$ cat src/rtl/rv32i_rob_wb_arbiter.sv
// -----------------------------------------------------------------------------
// rv32i_pkg / rv32i_rob_wb_arbiter
//
// Purpose:
//   Arbitrates NUM_PU processing-unit write-back requests onto the single ROB
//   write-back port. One request is accepted per cycle. The accepted index and
//   exception flag are presented to the ROB one cycle later from registers.
//   A ROB flush accepts and discards every pending request. The default build
//   uses round-robin priority. Defining RV32I_WB_ARB_FIXED_PRIO_EN selects
//   fixed lowest-index-first priority and ties the pointer to 0.
//
// Ports:
//   clk                        rising-edge clock
//   rstn                       asynchronous active-low reset
//   i_pu_wb_vld[NUM_PU]        per-PU write-back request
//   i_pu_wb_rob_idx[NUM_PU]    per-PU ROB entry index (ROB_IDX_BW each)
//   i_pu_wb_except[NUM_PU]     per-PU exception flag
//   i_rob_flush                ROB flush: accept and drop all requests
//   o_pu_wb_rdy[NUM_PU]        per-PU accept (combinational)
//   o_write_back               registered write-back strobe to the ROB
//   o_write_back_rob_entry_idx registered ROB index of the write-back
//   o_write_back_except_vld    registered exception flag of the write-back
//   o_grant_ptr                round-robin priority pointer (debug)
// -----------------------------------------------------------------------------

package rv32i_pkg;
    parameter int unsigned ROB_DEPTH = 32;
endpackage

module rv32i_rob_wb_arbiter #(
    parameter int unsigned NUM_PU     = 4,
    parameter int unsigned ROB_IDX_BW = $clog2(rv32i_pkg::ROB_DEPTH)
) (
    input  logic                                clk,
    input  logic                                rstn,
    input  logic [NUM_PU-1:0]                   i_pu_wb_vld,
    input  logic [NUM_PU-1:0][ROB_IDX_BW-1:0]   i_pu_wb_rob_idx,
    input  logic [NUM_PU-1:0]                   i_pu_wb_except,
    input  logic                                i_rob_flush,
    output logic [NUM_PU-1:0]                   o_pu_wb_rdy,
    output logic                                o_write_back,
    output logic [ROB_IDX_BW-1:0]               o_write_back_rob_entry_idx,
    output logic                                o_write_back_except_vld,
    output logic [$clog2(NUM_PU)-1:0]           o_grant_ptr
);

    localparam int unsigned PTR_BW = $clog2(NUM_PU);

    logic [PTR_BW-1:0]     start_ptr;
    logic                  gnt_vld;
    logic [PTR_BW-1:0]     gnt_idx;

    logic                  wb_q,  wb_d;
    logic [ROB_IDX_BW-1:0] idx_q, idx_d;
    logic                  exc_q, exc_d;

    // Search the requesters starting at start_ptr and wrapping modulo NUM_PU.
    // The candidate never exceeds 2*NUM_PU-2, so one conditional subtraction
    // replaces a modulo and keeps non-power-of-two NUM_PU correct.
    always_comb begin
        int unsigned cand;
        gnt_vld = 1'b0;
        gnt_idx = '0;
        cand    = 0;
        for (int unsigned i = 0; i < NUM_PU; i++) begin
            cand = 32'(start_ptr) + i;
            if (cand >= NUM_PU) begin
                cand = cand - NUM_PU;
            end
            if (!gnt_vld && i_pu_wb_vld[PTR_BW'(cand)]) begin
                gnt_vld = 1'b1;
                gnt_idx = PTR_BW'(cand);
            end
        end
    end

    // Accept: nothing in reset, everything pending during a flush,
    // otherwise the single arbitration winner.
    always_comb begin
        o_pu_wb_rdy = '0;
        if (!rstn) begin
            o_pu_wb_rdy = '0;
        end else if (i_rob_flush) begin
            o_pu_wb_rdy = i_pu_wb_vld;
        end else if (gnt_vld) begin
            o_pu_wb_rdy[gnt_idx] = 1'b1;
        end
    end

    // Flushed transfers are consumed but never reach the ROB; the index and
    // exception registers only load on a real write-back and hold otherwise.
    always_comb begin
        wb_d  = gnt_vld & ~i_rob_flush;
        idx_d = idx_q;
        exc_d = exc_q;
        if (wb_d) begin
            idx_d = i_pu_wb_rob_idx[gnt_idx];
            exc_d = i_pu_wb_except[gnt_idx];
        end
    end

    always_ff @(posedge clk or negedge rstn) begin
        if (!rstn) begin
            wb_q  <= 1'b0;
            idx_q <= '0;
            exc_q <= 1'b0;
        end else begin
            wb_q  <= wb_d;
            idx_q <= idx_d;
            exc_q <= exc_d;
        end
    end

`ifdef RV32I_WB_ARB_FIXED_PRIO_EN
    // Fixed priority: the search always starts at PU0.
    assign start_ptr = '0;
`else
    logic [PTR_BW-1:0] ptr_q, ptr_d;

    // Pointer moves just past the PU that actually wrote back; it holds on
    // idle cycles and during a flush.
    always_comb begin
        ptr_d = ptr_q;
        if (wb_d) begin
            ptr_d = (gnt_idx == PTR_BW'(NUM_PU - 1)) ? '0 : gnt_idx + 1'b1;
        end
    end

    always_ff @(posedge clk or negedge rstn) begin
        if (!rstn) begin
            ptr_q <= '0;
        end else begin
            ptr_q <= ptr_d;
        end
    end

    assign start_ptr = ptr_q;
`endif

    assign o_grant_ptr                = start_ptr;
    assign o_write_back               = wb_q;
    assign o_write_back_rob_entry_idx = idx_q;
    assign o_write_back_except_vld    = exc_q;

endmodule

$ cat config.mk
export PLATFORM = sky130hd
export DESIGN_NAME = rv32i_rob_wb_arbiter
export DESIGN_NICKNAME = d
export VERILOG_FILES = /design/src/rtl/rv32i_rob_wb_arbiter.sv
export SDC_FILE = /design/constraint.sdc
export NUM_CORES = 1
export LEC_CHECK = 0
export ABC_AREA = 1
export CAP_MARGIN = 0
export CORE_MARGIN = 2
export CORE_UTILIZATION = 42
export CTS_CLUSTER_DIAMETER = 120
export DETAILED_ROUTE_END_ITERATION = 16
export PLACE_DENSITY = 0.77
export RECOVER_POWER = 25
export SETUP_SLACK_MARGIN = 0.1
export SKIP_LAST_GASP = 1
export SYNTH_ARGS = -nofsm -noshare
export SYNTH_HDL_FRONTEND = slang
export SYNTH_SLANG_ARGS = --single-unit
$ cat constraint.sdc
create_clock -name clk -period 2.6 [get_ports clk]
set_input_delay 0.52 -clock clk [delete_from_list [all_inputs] [get_ports clk]]
set_output_delay 0.52 -clock clk [all_outputs]
set_load 0.005 [all_outputs]
; After elaboration in Yosys (flattened, before gate mapping)
; Cells that the tools add are included.
[totals]
out_inout_bits = 13
input_bits = 31
latch_bits = 0
wordCells = 62
register_bits = 9
ramBits = 0
rom_bits = 0
n_memories = 0
[classes]
n_addsub = 8
muxes = 30
n_bitwise = 2
div_mod_pow = 0
n_shift = 0
n_eq_ne = 1
n_lt_le_gt_ge = 10
n_mul = 0
n_reduce_logical = 7
[ops]
columns = op, n
row1 = 2-to-1 mux 2 bit, 9
row2 = < comparator 2 x 3 -> 1 bit (second input constant), 5
row3 = 2-to-1 mux 4 bit, 3
row4 = binary-select mux 1 bit (select 2 bit), 5
row5 = binary-select mux 5 bit (select 2 bit), 1
row6 = 2-to-1 mux 1 bit, 10
row7 = >= comparator 3 bit (second input constant), 3
row8 = subtractor 2 x 1 -> 2 bit (second input constant), 4
row9 = adder 2 x 2 -> 3 bit (second input constant), 2
row10 = 2-to-1 mux 5 bit, 1
row11 = logical AND 1 bit, 4
row12 = adder 2 x 1 -> 3 bit (second input constant), 1
row13 = >= comparator 2 x 3 -> 1 bit (second input constant), 1
row14 = logical NOT 1 bit, 3
row15 = adder 2 x 1 -> 2 bit (second input constant), 1
row16 = demux 1 bit (select 2 bit), 1
row17 = == test 2 bit (second input constant), 1
row18 = >= comparator 2 x 1 -> 1 bit (second input constant), 1
row19 = bitwise AND 1 bit, 1
row20 = inverter 1 bit, 1

; Logic depth before layout (Yosys ltp)
[logic_depth]
ltp_word = 21
mapped_depth = 16
depth_no_buf = 14

; Worst setup path before layout
; No wires, ideal clock.
[synth_timing]
path_kind = reg2out
from = register ptr_q[0], in the netlist o_grant_ptr[0]
to = output port o_pu_wb_rdy[3]
setup_slack_ns = 0.399
required_time_ns = 2.080
path_buffers = 2
path_stages_with_launch = 15
t_arrival_ns = 1.681
cell_sequence = dfrtp_1 buf_6 inv_6 nand2_1 nand3_1 nand2_1 inv_1 nand2_1 nand2_2 nand3_4 buf_6 inv_2 ha_1 nand2_1 a21oi_1
[synth_between]
elab_chain_cells = 21
word_cells_on_any_way = 45
cone_classes = add/sub: 7 / order compare: 6 / mux: 25 / reduce/logical: 7
[synth_rtl]
columns = item, line_no
row1 = "start, declared", 118  ; logic [PTR_BW-1:0] ptr_q, ptr_d;
row2 = "start signal, assigned", 133  ; ptr_q <= ptr_d;
row3 = branches (longest 18 deep; another with adder 2 x 1 -> 3 bit), -
row4 = 2-to-1 mux 4 bit (*), 85  ; end else if (gnt_vld) begin
row5 = 2-to-1 mux 4 bit (*), 83  ; end else if (i_rob_flush) begin
row6 = 2-to-1 mux 4 bit (*), 81  ; if (!rstn) begin
row7 = "end, declared", 40  ; output logic [NUM_PU-1:0] o_pu_wb_rdy,
; Every way passes the cells marked *. The select of a mux whose other input is x is not followed.

; Worst setup path in the final report
[layout_timing]
from = input port i_pu_wb_vld[2]
to = output port o_pu_wb_rdy[3]
[layout_between]
elab_chain_cells = 19
word_cells_on_any_way = 30
cone_classes = order compare: 2 / mux: 21 / reduce/logical: 7
[layout_rtl]
columns = item, line_no
row1 = "start, declared", 36  ; input logic [NUM_PU-1:0] i_pu_wb_vld,
row2 = binary-select mux 1 bit (select 2 bit), 70  ; if (!gnt_vld && i_pu_wb_vld[PTR_BW'(cand)]) begin
row3 = 2-to-1 mux 1 bit (not written as such), 70
row4 = 2-to-1 mux 1 bit, 70
row5 = logical NOT 1 bit, 70
row6 = logical AND 1 bit, 70
row7 = 2-to-1 mux 1 bit, 70
row8 = logical NOT 1 bit, 70
row9 = logical AND 1 bit, 70
row10 = [... 3 more ...], -
row11 = 2-to-1 mux 2 bit, 70
row12 = < comparator 2 x 3 -> 1 bit (not written as such) / >= comparator 2 x 1 -> 1 bit (equally long branches), 86  ; o_pu_wb_rdy[gnt_idx] = 1'b1;
row13 = logical AND 1 bit (not written as such), 86
row14 = 2-to-1 mux 1 bit (not written as such), 86
row15 = demux 1 bit (select 2 bit), 86
row16 = 2-to-1 mux 4 bit (*), 85
row17 = 2-to-1 mux 4 bit (*), 83
row18 = 2-to-1 mux 4 bit (*), 81
; Mark *: on every way between the ends. The rest lies on a longest branch, timed or not. The select of a mux whose other input is x is not followed.

==> impl_results.html <==
<table>
<tr><th>Metric</th><th>Value</th></tr>
<tr><th colspan="2">Run status</th></tr>
<tr><td>Status</td><td>complete, no violations</td></tr>
<tr><th colspan="2">Layout</th></tr>
<tr><td>Fraction of final layout cells sized beyond drive strength 1</td><td>30.1%</td></tr>
<tr><td>Final antenna diode count</td><td>0</td></tr>
<tr><td>Relative area change from synthesis to final layout</td><td>73.1%</td></tr>
<tr><td>Top library cells by usage in the layout, fill and taps aside</td><td>nand2_1, clkdlybuf4s50_1, inv_1, buf_4</td></tr>
<tr><td>Post-layout instance count excluding filler cells</td><td>274</td></tr>
<tr><td>Final nets</td><td>279</td></tr>
<tr><td>Most common library cell in the layout ignoring fill and taps</td><td>nand2_1</td></tr>
<tr><th colspan="2">CTS</th></tr>
<tr><td>Clk sinks</td><td>9</td></tr>
<tr><td>Total CTS buffers</td><td>3</td></tr>
<tr><td>TritonCTS clock tree</td><td>done</td></tr>
<tr><td>Hold buffers post-CTS</td><td>0</td></tr>
<tr><td>Clock network latency to the later pin of the worst-skew pair</td><td>between 200 and 300 ps</td></tr>
<tr><td>Clock tree root driver cell</td><td>clkbuf_4</td></tr>
<tr><td>Clock slew seen by the registers of the worst setup and hold paths</td><td>60 ps</td></tr>
<tr><td>Maximum buffer depth of the clock tree</td><td>2</td></tr>
<tr><td>Clock H-tree levels</td><td>1</td></tr>
<tr><th colspan="2">Place</th></tr>
<tr><td>Placed cell count</td><td>between 200 and 300</td></tr>
<tr><td>GPL Wtd Cong</td><td>0.866</td></tr>
<tr><td>Detail Placement HPWL</td><td>2180 um</td></tr>
<tr><td>Pre-CTS worst setup slack</td><td>-493 ps</td></tr>
<tr><td>Input/output buffers</td><td>43</td></tr>
<tr><th colspan="2">Pwr</th></tr>
<tr><td>Worst IR Drop VDD</td><td>0.000867 V</td></tr>
<tr><td>Static Leak</td><td>0.965 nW</td></tr>
<tr><td>Power density over cell area</td><td>about 1400 nW/um^2</td></tr>
<tr><td>Total Power</td><td>0.00245 W</td></tr>
<tr><th colspan="2">Min path</th></tr>
<tr><td>Path class of the lowest-slack min-delay path</td><td>reg -&gt; reg</td></tr>
<tr><th colspan="2">Yosys</th></tr>
<tr><td>Number of storage elements in the synthesis netlist</td><td>9</td></tr>
<tr><td>Avg Inst Size Synth</td><td>between 5 and 6 um^2</td></tr>
<tr><td>Yosys synthesis warning count</td><td>0</td></tr>
<tr><td>Post-synthesis instance area</td><td>1020 um^2</td></tr>
<tr><td>Post-Synthesis Net Count</td><td>211</td></tr>
<tr><td>Count of unique library cells instantiated by Yosys</td><td>18</td></tr>
<tr><td>Post-synthesis sequential area ratio</td><td>22.1%</td></tr>
<tr><td>Cells after Synth</td><td>between 150 and 200</td></tr>
<tr><th colspan="2">Route</th></tr>
<tr><td>Via density</td><td>4.98</td></tr>
<tr><td>Total met2 wirelength after detailed routing</td><td>1630 um</td></tr>
<tr><td>WL met1</td><td>between 1000 and 1500 um</td></tr>
<tr><td>Routed length on met3</td><td>approximately 220 um</td></tr>
<tr><td>Number of design-rule violations left by the first detailed-router iteration</td><td>32</td></tr>
<tr><td>Routed wire length</td><td>~3200 um</td></tr>
<tr><td>Detail Route Antenna Nets</td><td>0</td></tr>
<tr><td>Routed wirelength normalized by instance count</td><td>11.8 um</td></tr>
<tr><td>Uppermost layer routed</td><td>met4</td></tr>
<tr><td>DRC violation count after routing</td><td>0</td></tr>
<tr><td>Number of iterations in the first detailed-routing pass</td><td>4</td></tr>
<tr><td>Total via count in the routed design</td><td>1364</td></tr>
<tr><th colspan="2">STA</th></tr>
<tr><td>Unrepaired setup endpoints after global routing</td><td>true</td></tr>
<tr><td>Actual slew at the worst max-slew pin</td><td>475 ps</td></tr>
<tr><td>Fmax</td><td>394 MHz</td></tr>
<tr><td>Final worst path period share</td><td>between 90% and 100%</td></tr>
<tr><td>Hold Vio Cnt, Final</td><td>0</td></tr>
<tr><td>Max-slew violation count</td><td>0</td></tr>
<tr><td>Aggregate negative setup slack</td><td>0 ps</td></tr>
<tr><td>Final critical-path required period</td><td>2540 ps</td></tr>
<tr><td>Setup violators final</td><td>0</td></tr>
<tr><td>Relative slew slack</td><td>68.4%</td></tr>
<tr><td>Worst path setup slack after routing</td><td>about 60 ps</td></tr>
<tr><td>Post-Route Skew</td><td>2.27 ps</td></tr>
<tr><th colspan="2">Floorplanning</th></tr>
<tr><td>Placement Rows</td><td>17</td></tr>
<tr><td>Vert. Die Dim</td><td>53.2 um</td></tr>
<tr><td>Number of placed I/O pins</td><td>44</td></tr>
<tr><td>Starting utilization of the core area</td><td>between 40% and 50%</td></tr>
<tr><td>Core area</td><td>2250 um^2</td></tr>
<tr><td>Die ar.</td><td>~2800 um^2</td></tr>
<tr><td>X dimension of the die</td><td>53.2 um</td></tr>
<tr><th colspan="2">Worst setup path</th></tr>
<tr><td>Crit Path Category</td><td>in -&gt; out</td></tr>
<tr><td>Largest fanout on the critical path</td><td>5</td></tr>
<tr><td>Launching element of the worst setup path</td><td>i_pu_wb_vld[2]</td></tr>
<tr><td>Worst Reg-to-Reg Cells</td><td>17</td></tr>
<tr><td>Required time of the critical path</td><td>around 2100 ps</td></tr>
<tr><td>Kind of launch point of the worst setup path</td><td>primary input</td></tr>
<tr><td>Last element of the critical path</td><td>o_pu_wb_rdy[3]</td></tr>
<tr><td>RR Startpoint</td><td>o_grant_ptr[0]</td></tr>
<tr><td>Worst EP arrival</td><td>between 2000 and 2500 ps</td></tr>
<tr><td>Endpoint of the worst register-to-register path</td><td>o_write_back_except_vld</td></tr>
<tr><td>Setup slack on the worst flop-to-flop path</td><td>620 ps</td></tr>
<tr><td>Kind of end point of the critical path</td><td>output pin</td></tr>
<tr><th colspan="2">Global routing</th></tr>
<tr><td>Maximum number of pins on one net before global-route repair</td><td>13</td></tr>
<tr><td>Total overflow reported by the global router</td><td>0</td></tr>
<tr><td>Number of global-route vias before repair</td><td>1239</td></tr>
<tr><td>Initial antenna violation count</td><td>0</td></tr>
<tr><td>Global-route wire length before repair</td><td>slightly above 5000 um</td></tr>
<tr><td>Global router's overall resource usage</td><td>24.6%</td></tr>
<tr><th colspan="2">Run</th></tr>
<tr><td>Reported max-cap violation count</td><td>0</td></tr>
</table>
## per-layer routing
metal | up-vias | global-route usage, %
met5 | - | 0
li1 | 687 | -
met2 | 59 | 46.5
met1 | 614 | 27.6
met3 | 4 | 7.06
met4 | 0 | 2.99
## area by class of cell
| type | count | area (um^2) |
|---|---|---|
| Fill cell | 183 | 492 |
| Inverter | 38 | 158 |
| Tap cell | 28 | 35.0 |
| Timing Repair Buffer | 69 | 609 |
| Clock buffer | 4 | 26.3 |
| Multi-Input combinational cell | 126 | 707 |
| Sequential cell | 9 | 228 |
## worst max-delay path, cell delays in order
cell and delay (ps):
dlygate4sd2_1 270, inv_1 130, nand2_1 100, nand2_2 90, nand2_1 60, nand2_1 80
nand2_2 70, nand3_2 100, nand3_4 100, inv_2 70, ha_1 140, nand2_1 50
a21oi_1 110, buf_2 120
## synth_stat cells
master | count | share of area, %
nand3_2 | 2 | 2.0
nand4_1 | 12 | 7.4
ha_1 | 1 | 1.2
nand3_1 | 21 | 10
nor2_4 | 1 | 1.1
nand2_1 | 74 | 27
o21ai_1 | 2 | 0.98
nand3_4 | 2 | 3.4
buf_6 | 2 | 2.2
dfrtp_1 | 9 | 22
nor2_1 | 3 | 1.1
buf_2 | 4 | 2.0
inv_6 | 1 | 0.86
nand2_2 | 3 | 1.8
a31oi_1 | 1 | 0.61
a21oi_1 | 4 | 2.0
inv_1 | 33 | 12
inv_2 | 4 | 1.5
## registers in the layout (all words and copies together), names as in the netlist
name	cells
o_write_back	1
o_write_back_except_vld	1
o_write_back_rob_entry_idx	5
o_grant_ptr	2
## cells by family after synthesis
kind of cell,count (synthesis),synth area share [%]
AO/OA/AOI/OAI,7,3.56
AND/OR/NAND/NOR,118,54.4
flip-flops,9,22.1
adder cells (fa/ha/maj),1,1.23
buffers and inverters,44,18.7
## what timing repair did
item	CTS	global route
pin swaps	7	8
gates resized for setup	37	21
endpoints found under the setup margin	4	4
hold endpoints to repair	0	0
buffers inserted	8	4
## where the power goes
part	internal (W)	total (W)	switching, W
registers	0.000216	0.000267	0.0000512
logic	0.000959	0.00207	0.00112
clock network	0.0000593	0.000110	0.0000509
total	0.00123	0.00245	0.00122
## how the worst min path moves through the flow
stage	start	end	slack [ps]	cells after the start
6_report	o_write_back_rob_entry_idx[3]	o_write_back_rob_entry_idx[3]	480	2
3_5_place_dp	o_write_back_rob_entry_idx[3]	o_write_back_rob_entry_idx[3]	460	2
2_1_floorplan	rstn	o_grant_ptr[0]	220	0
3_3_place_gp	o_write_back_rob_entry_idx[1]	o_write_back_rob_entry_idx[1]	460	2
4_1_cts	o_write_back_rob_entry_idx[3]	o_write_back_rob_entry_idx[3]	480	2
5_1_grt	o_write_back_rob_entry_idx[1]	o_write_back_rob_entry_idx[1]	530	2
## stage by stage
stage	instance area (um^2)	hold WS (ps)	utilization [%]
after detailed placement	1550	465	68.6
after global routing	1760	525	78.2
after CTS	1670	482	74.0
after global placement	1550	465	68.6
final	1760	482	78.2
after floorplan	1020	224	-
(Power assumes the default switching activity.)
